[src/rtl/display_scan_capture_pkg.sv]
// Shared definitions for the 7-segment scan capture block: anode codes, FSM states, slot helpers.
package display_scan_capture_pkg;

    localparam logic [3:0] AnodBlank = 4'hF;
    localparam logic [3:0] AnodSlot0 = 4'b1110;
    localparam logic [3:0] AnodSlot1 = 4'b1101;
    localparam logic [3:0] AnodSlot2 = 4'b1011;
    localparam logic [3:0] AnodSlot3 = 4'b0111;

    typedef enum logic [1:0] {
        SIdle,
        SSettle,
        SHold
    } state_e;

    function automatic logic [3:0] slot_onehot(input logic [1:0] idx);
        return 4'b0001 << idx;
    endfunction

endpackage

[src/rtl/display_scan_capture_anode_decode.sv]
// Classifies a registered anode sample as blank, a single valid digit slot, or an illegal overlap.
module display_scan_capture_anode_decode
    import display_scan_capture_pkg::*;
(
    input  logic [3:0] anod_i,
    output logic       blank_o,
    output logic       valid_o,
    output logic       illegal_o,
    output logic [1:0] idx_o
);

    always_comb begin
        blank_o   = 1'b0;
        valid_o   = 1'b0;
        illegal_o = 1'b0;
        idx_o     = 2'd0;
        unique case (anod_i)
            AnodBlank: blank_o = 1'b1;
            AnodSlot0: begin valid_o = 1'b1; idx_o = 2'd0; end
            AnodSlot1: begin valid_o = 1'b1; idx_o = 2'd1; end
            AnodSlot2: begin valid_o = 1'b1; idx_o = 2'd2; end
            AnodSlot3: begin valid_o = 1'b1; idx_o = 2'd3; end
            // Every remaining code has two or more digits selected at once.
            default:   illegal_o = 1'b1;
        endcase
    end

endmodule

[src/rtl/display_scan_capture.sv]
// Loopback monitor for the multiplexed 7-segment bus: qualifies each digit slot after a
// stability window and publishes a coherent 4-digit frame once all slots are captured.
module display_scan_capture
    import display_scan_capture_pkg::*;
#(
    parameter int unsigned SETTLE_CYCLES  = 4,
    parameter int unsigned TIMEOUT_CYCLES = 1024,
    parameter int unsigned CNT_W          = 11
) (
    input  logic       clk,
    input  logic       reset,
    input  logic [3:0] ANOD,
    input  logic [7:0] CAT,
    output logic [7:0] digit0,
    output logic [7:0] digit1,
    output logic [7:0] digit2,
    output logic [7:0] digit3,
    output logic       frame_valid,
    output logic [3:0] seen_mask,
    output logic       err_multi,
    output logic       scan_lost
);

    localparam logic [CNT_W-1:0] SettleMax  = CNT_W'(SETTLE_CYCLES - 1);
    localparam logic [CNT_W-1:0] TimeoutMax = CNT_W'(TIMEOUT_CYCLES);

    logic [3:0]       anod_q, anod_prev_q;
    logic [7:0]       cat_q, cat_prev_q;
    logic [CNT_W-1:0] stab_q, stab_d;
    logic [CNT_W-1:0] to_q, to_d;
    state_e           state_q;
    logic [7:0]       shadow_q [4];
    logic [7:0]       digit_q  [4];
    logic [3:0]       seen_q, seen_upd;
    logic             fv_q, err_q, lost_q;

    logic       dec_blank, dec_valid, dec_illegal;
    logic [1:0] dec_idx;
    logic       changed, capture;

    display_scan_capture_anode_decode u_decode (
        .anod_i    (anod_q),
        .blank_o   (dec_blank),
        .valid_o   (dec_valid),
        .illegal_o (dec_illegal),
        .idx_o     (dec_idx)
    );

    always_comb begin
        changed = {anod_q, cat_q} != {anod_prev_q, cat_prev_q};
        if (changed) begin
            stab_d = '0;
        end else if (stab_q == SettleMax) begin
            stab_d = stab_q;
        end else begin
            stab_d = stab_q + CNT_W'(1);
        end
        // Only one capture per dwell: an unchanged pattern in SHold has already been taken.
        capture  = dec_valid && (changed || (state_q != SHold)) && (stab_d == SettleMax);
        seen_upd = seen_q | slot_onehot(dec_idx);
        if (capture) begin
            to_d = '0;
        end else if (to_q == TimeoutMax) begin
            to_d = to_q;
        end else begin
            to_d = to_q + CNT_W'(1);
        end
    end

    always_ff @(posedge clk) begin
        if (!reset) begin
            anod_q      <= AnodBlank;
            cat_q       <= '0;
            anod_prev_q <= AnodBlank;
            cat_prev_q  <= '0;
            stab_q      <= '0;
            to_q        <= '0;
            state_q     <= SIdle;
            seen_q      <= '0;
            fv_q        <= 1'b0;
            err_q       <= 1'b0;
            lost_q      <= 1'b0;
            for (int i = 0; i < 4; i++) begin
                shadow_q[i] <= '0;
                digit_q[i]  <= '0;
            end
        end else begin
            anod_q      <= ANOD;
            cat_q       <= CAT;
            anod_prev_q <= anod_q;
            cat_prev_q  <= cat_q;
            stab_q      <= stab_d;
            to_q        <= to_d;
            lost_q      <= (to_d == TimeoutMax);
            err_q       <= dec_illegal;
            fv_q        <= 1'b0;

            if (dec_illegal) begin
                state_q <= SIdle;
            end else begin
                case (state_q)
                    SIdle: begin
                        if (dec_valid) state_q <= capture ? SHold : SSettle;
                    end
                    SSettle: begin
                        if (dec_blank)    state_q <= SIdle;
                        else if (capture) state_q <= SHold;
                    end
                    SHold: begin
                        if (changed) begin
                            if (dec_blank) state_q <= SIdle;
                            else           state_q <= capture ? SHold : SSettle;
                        end
                    end
                    default: state_q <= SIdle;
                endcase
            end

            if (capture) begin
                shadow_q[dec_idx] <= cat_q;
                if (seen_upd == 4'hF) begin
                    for (int i = 0; i < 4; i++) begin
                        digit_q[i] <= (2'(i) == dec_idx) ? cat_q : shadow_q[i];
                    end
                    fv_q   <= 1'b1;
                    seen_q <= '0;
                end else begin
                    seen_q <= seen_upd;
                end
            end else if ((to_d == TimeoutMax) && (to_q != TimeoutMax)) begin
                // Scan lost: drop the partial frame, keep the last published digits.
                seen_q <= '0;
            end
        end
    end

    assign digit0      = digit_q[0];
    assign digit1      = digit_q[1];
    assign digit2      = digit_q[2];
    assign digit3      = digit_q[3];
    assign frame_valid = fv_q;
    assign seen_mask   = seen_q;
    assign err_multi   = err_q;
    assign scan_lost   = lost_q;

endmodule

[config.mk]
export PLATFORM = sky130hd
export DESIGN_NAME = display_scan_capture
export DESIGN_NICKNAME = d
export VERILOG_FILES = /design/src/rtl/display_scan_capture_pkg.sv /design/src/rtl/display_scan_capture_anode_decode.sv /design/src/rtl/display_scan_capture.sv
export SDC_FILE = /design/constraint.sdc
export NUM_CORES = 1
export LEC_CHECK = 0
export ABC_CLOCK_PERIOD_IN_PS = 8400
export CELL_PAD_IN_SITES_DETAIL_PLACEMENT = 1
export CELL_PAD_IN_SITES_GLOBAL_PLACEMENT = 1
export CORE_MARGIN = 4
export CORE_UTILIZATION = 50
export CTS_BUF_LIST = sky130_fd_sc_hd__clkbuf_2 sky130_fd_sc_hd__clkbuf_4 sky130_fd_sc_hd__clkbuf_8
export CTS_CLUSTER_SIZE = 10
export DETAILED_ROUTE_END_ITERATION = 16
export GPL_TIMING_DRIVEN = 0
export PLACE_DENSITY = 0.85
export SYNTH_ARGS = -nofsm -noshare
export SYNTH_HDL_FRONTEND = slang
export SYNTH_SLANG_ARGS = --single-unit
[constraint.sdc]
create_clock -name clk -period 8.4 [get_ports clk]
set_clock_uncertainty 0.05 [all_clocks]
set_input_delay 1.26 -clock clk [delete_from_list [all_inputs] [get_ports clk]]
set_output_delay 1.26 -clock clk [all_outputs]
set_load 0.01 [all_outputs]
# Word-level counts from Yosys, hierarchy flattened
# Memory sizes are Yosys's and may differ from the RTL's.
# Cells that the tools add are included.
classes:
  n_addsub: 2
  eq_ne: 21
  shift: 1
  muxes: 37
  bitwise_logic: 5
  reduce_logical: 12
op_table:
  columns: ["operator", "count"]
  rows:
  - ["$mux 8", 9]
  - ["$mux 11", 4]
  - ["$add 11x1->11 const B", 2]
  - ["$eq 11x11->1 const B", 2]
  - ["$eq 11x2->1 const B", 2]
  - ["$eq 4x4->1 const B", 5]
  - ["$mux 2", 7]
  - ["$mux 1", 12]
  - ["$mux 4", 3]
  - ["$ne 12x12->1", 1]
  - ["$pmux 2 s3", 2]
  - ["$ne 11x11->1 const B", 1]
  - ["$reduce_or 8->1", 1]
  - ["$ne 2x2->1 const B", 3]
  - ["$reduce_or 5->1", 1]
  - ["$eq 2x2->1 const A", 2]
  - ["$eq 4x3->1 const B", 1]
  - ["$logic_not 2->1", 2]
  - ["$or 1x1->1", 4]
  - ["$or 4x4->4", 1]
  - ["$reduce_or 4->1", 1]
  - ["$shl 1x2->4 const A", 1]
  - ["$logic_and 1x1->1", 3]
  - ["$ne 3x3->1 const B", 1]
  - ["7 further kinds", 7]
totals:
  ff_bits: 55
  ramBits: 64
  input_bits: 14
  out_inout_bits: 39
  memories: 2
memory_table:
  columns: ["name", "depth", "word_bits", "rd", "rd_clocked_by_memory_dff", "wr", "line_no", "rtl"]
  rows:
  - ["digit_q", 4, 8, 4, 0, 4, "display_scan_capture.sv:33", "logic [7:0] digit_q [4];"]
  - ["shadow_q", 4, 8, 4, 0, 4, "display_scan_capture.sv:32", "logic [7:0] shadow_q [4];"]

# Logic depth before layout (Yosys ltp)
logic_depth:
  word_depth: 10
  ltp_mapped: 11
  mapped_depth_nobuf: 8

# Cells and area by module
# From an unflattened synthesis, not the netlist that was laid out.
unflattened:
  hier_cells: 515
  area_unflattened_um2: 5282.6
modules_own_cells:
  columns: ["mod", "instances", "cells_per_inst", "area_per_inst_um2", "seq_area_each_um2"]
  rows:
  - ["display_scan_capture", 1, 500, 5165.0, 3022.9]
  - ["display_scan_capture_anode_decode", 1, 15, 117.6, 0.0]

# Worst setup path before layout
# No wires, ideal clock.
synth_path:
  path_type: "reg-to-reg"
  startpoint: "register stab_q[0]"
  endpoint: "memory digit_q[0][0], enable pin"
  arrival_ns: 4.236
  required_ns: 7.884
  setup_slack_ns: 3.648
  stages_incl_launch_ff: 9
  path_buffers: 1
  path_cell_list: "dfxtp_1 > ha_1 > buf_2 > nor4b_1 > nand4_1 > a211oi_1 > nand4_2 > or2_2 > o21ai_0"
synth_lines:
  columns: ["item", "line_no", "rtl"]
  rows:
  - ["from (decl)", "display_scan_capture.sv:29", "logic [CNT_W-1:0] stab_q, stab_d;"]
  - ["from (signal assigned)", "display_scan_capture.sv:92", "stab_q <= stab_d;"]
  - ["to (decl)", "display_scan_capture.sv:33", null]

==> impl_metrics.sql <==
INSERT INTO impl_metrics (metric_group, metric, value, unit) VALUES
('global_routing', 'first_global_vias', '4332', ''),
('timing', 'totalNegativeSetupSlack', '0', 'ns'),
('global_routing', 'grt_pass1_wl', '21.41', 'mm'),
('yosys', 'post_synth.cell_area_avg', '10.43', 'sq um'),
('cts', 'tritoncts', 'yes', ''),
('floorplan', 'num_io_pins', '53', ''),
('yosys', 'synth-simple-area-share', '23.79', '%'),
('power', 'power.share.sequential', '52.0', '%'),
('cts', 'cts_buffer_depth', '2', ''),
('yosys', 'post_synth_num_cell_types', '58', ''),
('cts', 'ctsRootBufferMaster', 'sky130_fd_sc_hd__clkbuf_8', ''),
('layout', 'layout-drive-gt1-share', '11.80', '%'),
('critical_path', 'critical_path_arrival', '3.93', 'ns'),
('routing', 'drt_iter0_drc', '191', ''),
('power', 'netSwitchingFraction', '23.16', '%'),
('routing', 'antenna_left', '0', ''),
('cts', 'cts_setup_buffers', '0', ''),
('global_routing', 'grt_antenna_before_repair', '0', ''),
('layout', 'insertedDiodeCount', '0', ''),
('floorplan', 'die-area', '12330', 'sq um'),
('timing', 'setup_viol', '0', ''),
('yosys', 'synth-edff-count', '64', ''),
('critical_path', 'end_kind', 'flop', ''),
('placement', 'hpwlAfterDp', '8.888', 'mm'),
('layout', 'area_growth_syn_to_layout', '20.44', '%'),
('yosys', 'synth.area.mux_share', '0.4008', '%'),
('power', 'total_power', '0.001226', 'W'),
('layout', 'layout.area.seq', '3023', 'sq um'),
('cts', 'post_cts_hold_buffer_count', '0', ''),
('critical_path', 'cp_required', '8.38', 'ns'),
('global_routing', 'overflow', '0', ''),
('global_routing', 'grt.total_usage', '21.84', '%'),
('yosys', 'netlist_instances', '509', ''),
('routing', 'drc', '0', ''),
('power', 'netSwitchingPower', '0.0002840', 'W'),
('yosys', 'synth_xor_xnor_area_share', '5.281', '%'),
('layout', 'post-route-cell-area', '6392', 'sq um'),
('floorplan', 'core_area', '10320', 'sq um'),
('outcome', 'status', 'finished clean', ''),
('timing', 'timing_max_transition_violations_final', '0', ''),
('yosys', 'yosys_warnings', '0', ''),
('yosys', 'main_combinational_cell_family_by_area_after_synthesis', 'simple AND/OR/NAND/NOR gates', ''),
('yosys', 'syn-num-nets', '526', ''),
('routing', 'avgViaCountPerCell', '5.525', ''),
('yosys', 'complex_gate_fraction_of_the_synthesized_area', '8.628', '%'),
('timing', 'timing.final.crit_share', '47.02', '%'),
('floorplan', 'rows', '37', ''),
('routing', 'wire_length_reported_by_the_detailed_router', '13.04', 'mm'),
('layout', 'multi_input_area', '2071', 'sq um'),
('timing', 'slew_headroom', '18.35', '%'),
('yosys', 'yosys.area_share.adder', '0.7072', '%'),
('yosys', 'synth.yosys.seq_area_share', '56.95', '%'),
('power', 'power_frac_clock', '41.1', '%'),
('yosys', 'synth.cells.most_frequent', '83 x sky130_fd_sc_hd__nand2_1, 64 x sky130_fd_sc_hd__edfxtp_1, 55 x sky130_fd_sc_hd__dfxtp_1', ''),
('yosys', 'yosysTopAreaCell', 'sky130_fd_sc_hd__edfxtp_1', ''),
('placement', 'numPortBuffers', '52', ''),
('critical_path', 'cp_max_fo', '10', ''),
('cts', 'worstSkewPairLatency', '0.42', 'ns'),
('cts', 'cts_made_buffers', '17', ''),
('placement', 'dpl_cell_area', '6010', 'sq um'),
('yosys', 'ys_ff_latch', '119', ''),
('global_routing', 'grt_start_max_net_pins', '33', ''),
('timing', 'rsz0062_at_grt', 'no', ''),
('floorplan', 'initial_core_util', '51.41', '%'),
('layout', 'final_util', '61.92', '%'),
('power', 'power_frac_comb', '6.9', '%'),
('layout', 'fin_nets', '597', ''),
('routing', 'vias', '4028', ''),
('timing', 'post-route-min-period', '3.950', 'ns'),
('placement', 'routability_congestion_estimate_from_global_placement', '0.8307', ''),
('routing', 'drt_pre_antenna_iters', '5', '');
power by group through the flow:
stage / Clock, W / Sequential, W / Combinational, W
detailed placement: 0 / 0.000650 / 0.0000840
global route: 0.000542 / 0.000638 / 0.0000932
global placement: 0 / 0.000649 / 0.0000797
CTS: 0.000508 / 0.000637 / 0.0000857
floorplan: 0 / 0.000651 / 0.0000460
finish: 0.000504 / 0.000637 / 0.0000851
through the flow:
stage / setup slack (ns) / cells
finish: 4.450 / 729
global route: 4.151 / 729
CTS: 4.406 / 729
detailed placement: 4.462 / 697
global placement: 2.348 / 697
floorplan: 3.648 / 509
metal layers:
| metal | routed length (um) | up-vias | track usage (%) |
|---|---|---|---|
| met5 | 0 | - | 0 |
| met2 | 6749 | 104 | 38.67 |
| met3 | 551 | 34 | 4.531 |
| met1 | 5323 | 1982 | 24.99 |
| met4 | 413 | 0 | 10.79 |
| li1 | - | 1908 | - |
worst max-delay path, stage by stage (launching register included):
cell	delay [ns]
sky130_fd_sc_hd__dfxtp_1	0.31
sky130_fd_sc_hd__clkbuf_1	0.47
sky130_fd_sc_hd__xor2_1	0.13
sky130_fd_sc_hd__nor4_1	0.42
sky130_fd_sc_hd__nor3b_1	0.61
sky130_fd_sc_hd__nand4b_1	0.22
sky130_fd_sc_hd__or2_2	0.40
sky130_fd_sc_hd__o21ai_0	0.96
final cells by class:
type / count / area share, %
inverters: 9 / 0.5285
flip-flops and latches: 119 / 47.29
multi-input cells: 344 / 32.39
well taps: 136 / 2.662
plain buffers: 37 / 2.995
repair buffers: 52 / 8.142
clock inverters: 11 / 1.664
clock buffers: 21 / 4.326
sequential cells by signal, indices dropped and copies added, names as in the netlist:
name and cells:
digit_q 32, shadow_q 32, stab_q 11, to_q 11, cat_prev_q 8, cat_q 8
anod_prev_q 4, anod_q 4, seen_mask 4, state_q 2, err_multi 1, frame_valid 1
scan_lost 1
cells in the final DEF (no fill, tap or decap), types with 4 or more instances in the layout:
cell type                         count
sky130_fd_sc_hd__buf_6                5
sky130_fd_sc_hd__nand4_1             10
sky130_fd_sc_hd__nand4b_1             4
sky130_fd_sc_hd__a31oi_1              6
sky130_fd_sc_hd__nor4_1               4
sky130_fd_sc_hd__clkbuf_8            19
sky130_fd_sc_hd__inv_1                9
sky130_fd_sc_hd__clkbuf_1            21
sky130_fd_sc_hd__o21ai_0              5
sky130_fd_sc_hd__nand3_1             11
sky130_fd_sc_hd__edfxtp_1            64
sky130_fd_sc_hd__nand2_1             83
sky130_fd_sc_hd__dfxtp_1             55
sky130_fd_sc_hd__clkdlybuf4s50_1     52
sky130_fd_sc_hd__nor2b_1              5
sky130_fd_sc_hd__nor2_1              34
sky130_fd_sc_hd__clkinv_2             4
sky130_fd_sc_hd__xor2_1              12
sky130_fd_sc_hd__nand2b_1             9
sky130_fd_sc_hd__nor3_1               7
sky130_fd_sc_hd__buf_2                8
sky130_fd_sc_hd__a21oi_2             14
sky130_fd_sc_hd__a21oi_1             24
sky130_fd_sc_hd__xnor2_1             20
sky130_fd_sc_hd__and2_1              24
sky130_fd_sc_hd__and3_1              29
cells by family (layout without fill, tap and decap cells):
| logic type | Yosys count | in the layout |
|---|---|---|
| buffers and inverters | 46 | 130 |
| xor gates and xnor gates | 32 | 32 |
| DFF | 119 | 119 |
| adders and majority gates | 3 | 3 |
| muxes | 2 | 2 |
| AOI/OAI and AO/OA | 67 | 67 |
| and+or+nand+nor | 240 | 240 |
worst paths after layout:
| check | start | to | slack, ns | depth (start not counted) |
|---|---|---|---|---|
| setup / recovery | cat_q[2] | shadow_q[0][7] | 4.45 | 7 |
| hold / removal | seen_mask[0] | seen_mask[0] | 0.49 | 2 |
| setup reg to reg | cat_q[2] | shadow_q[0][7] | 4.45 | 7 |
| hold reg to reg | seen_mask[0] | seen_mask[0] | 0.49 | 2 |
(Power assumes the default switching activity.)
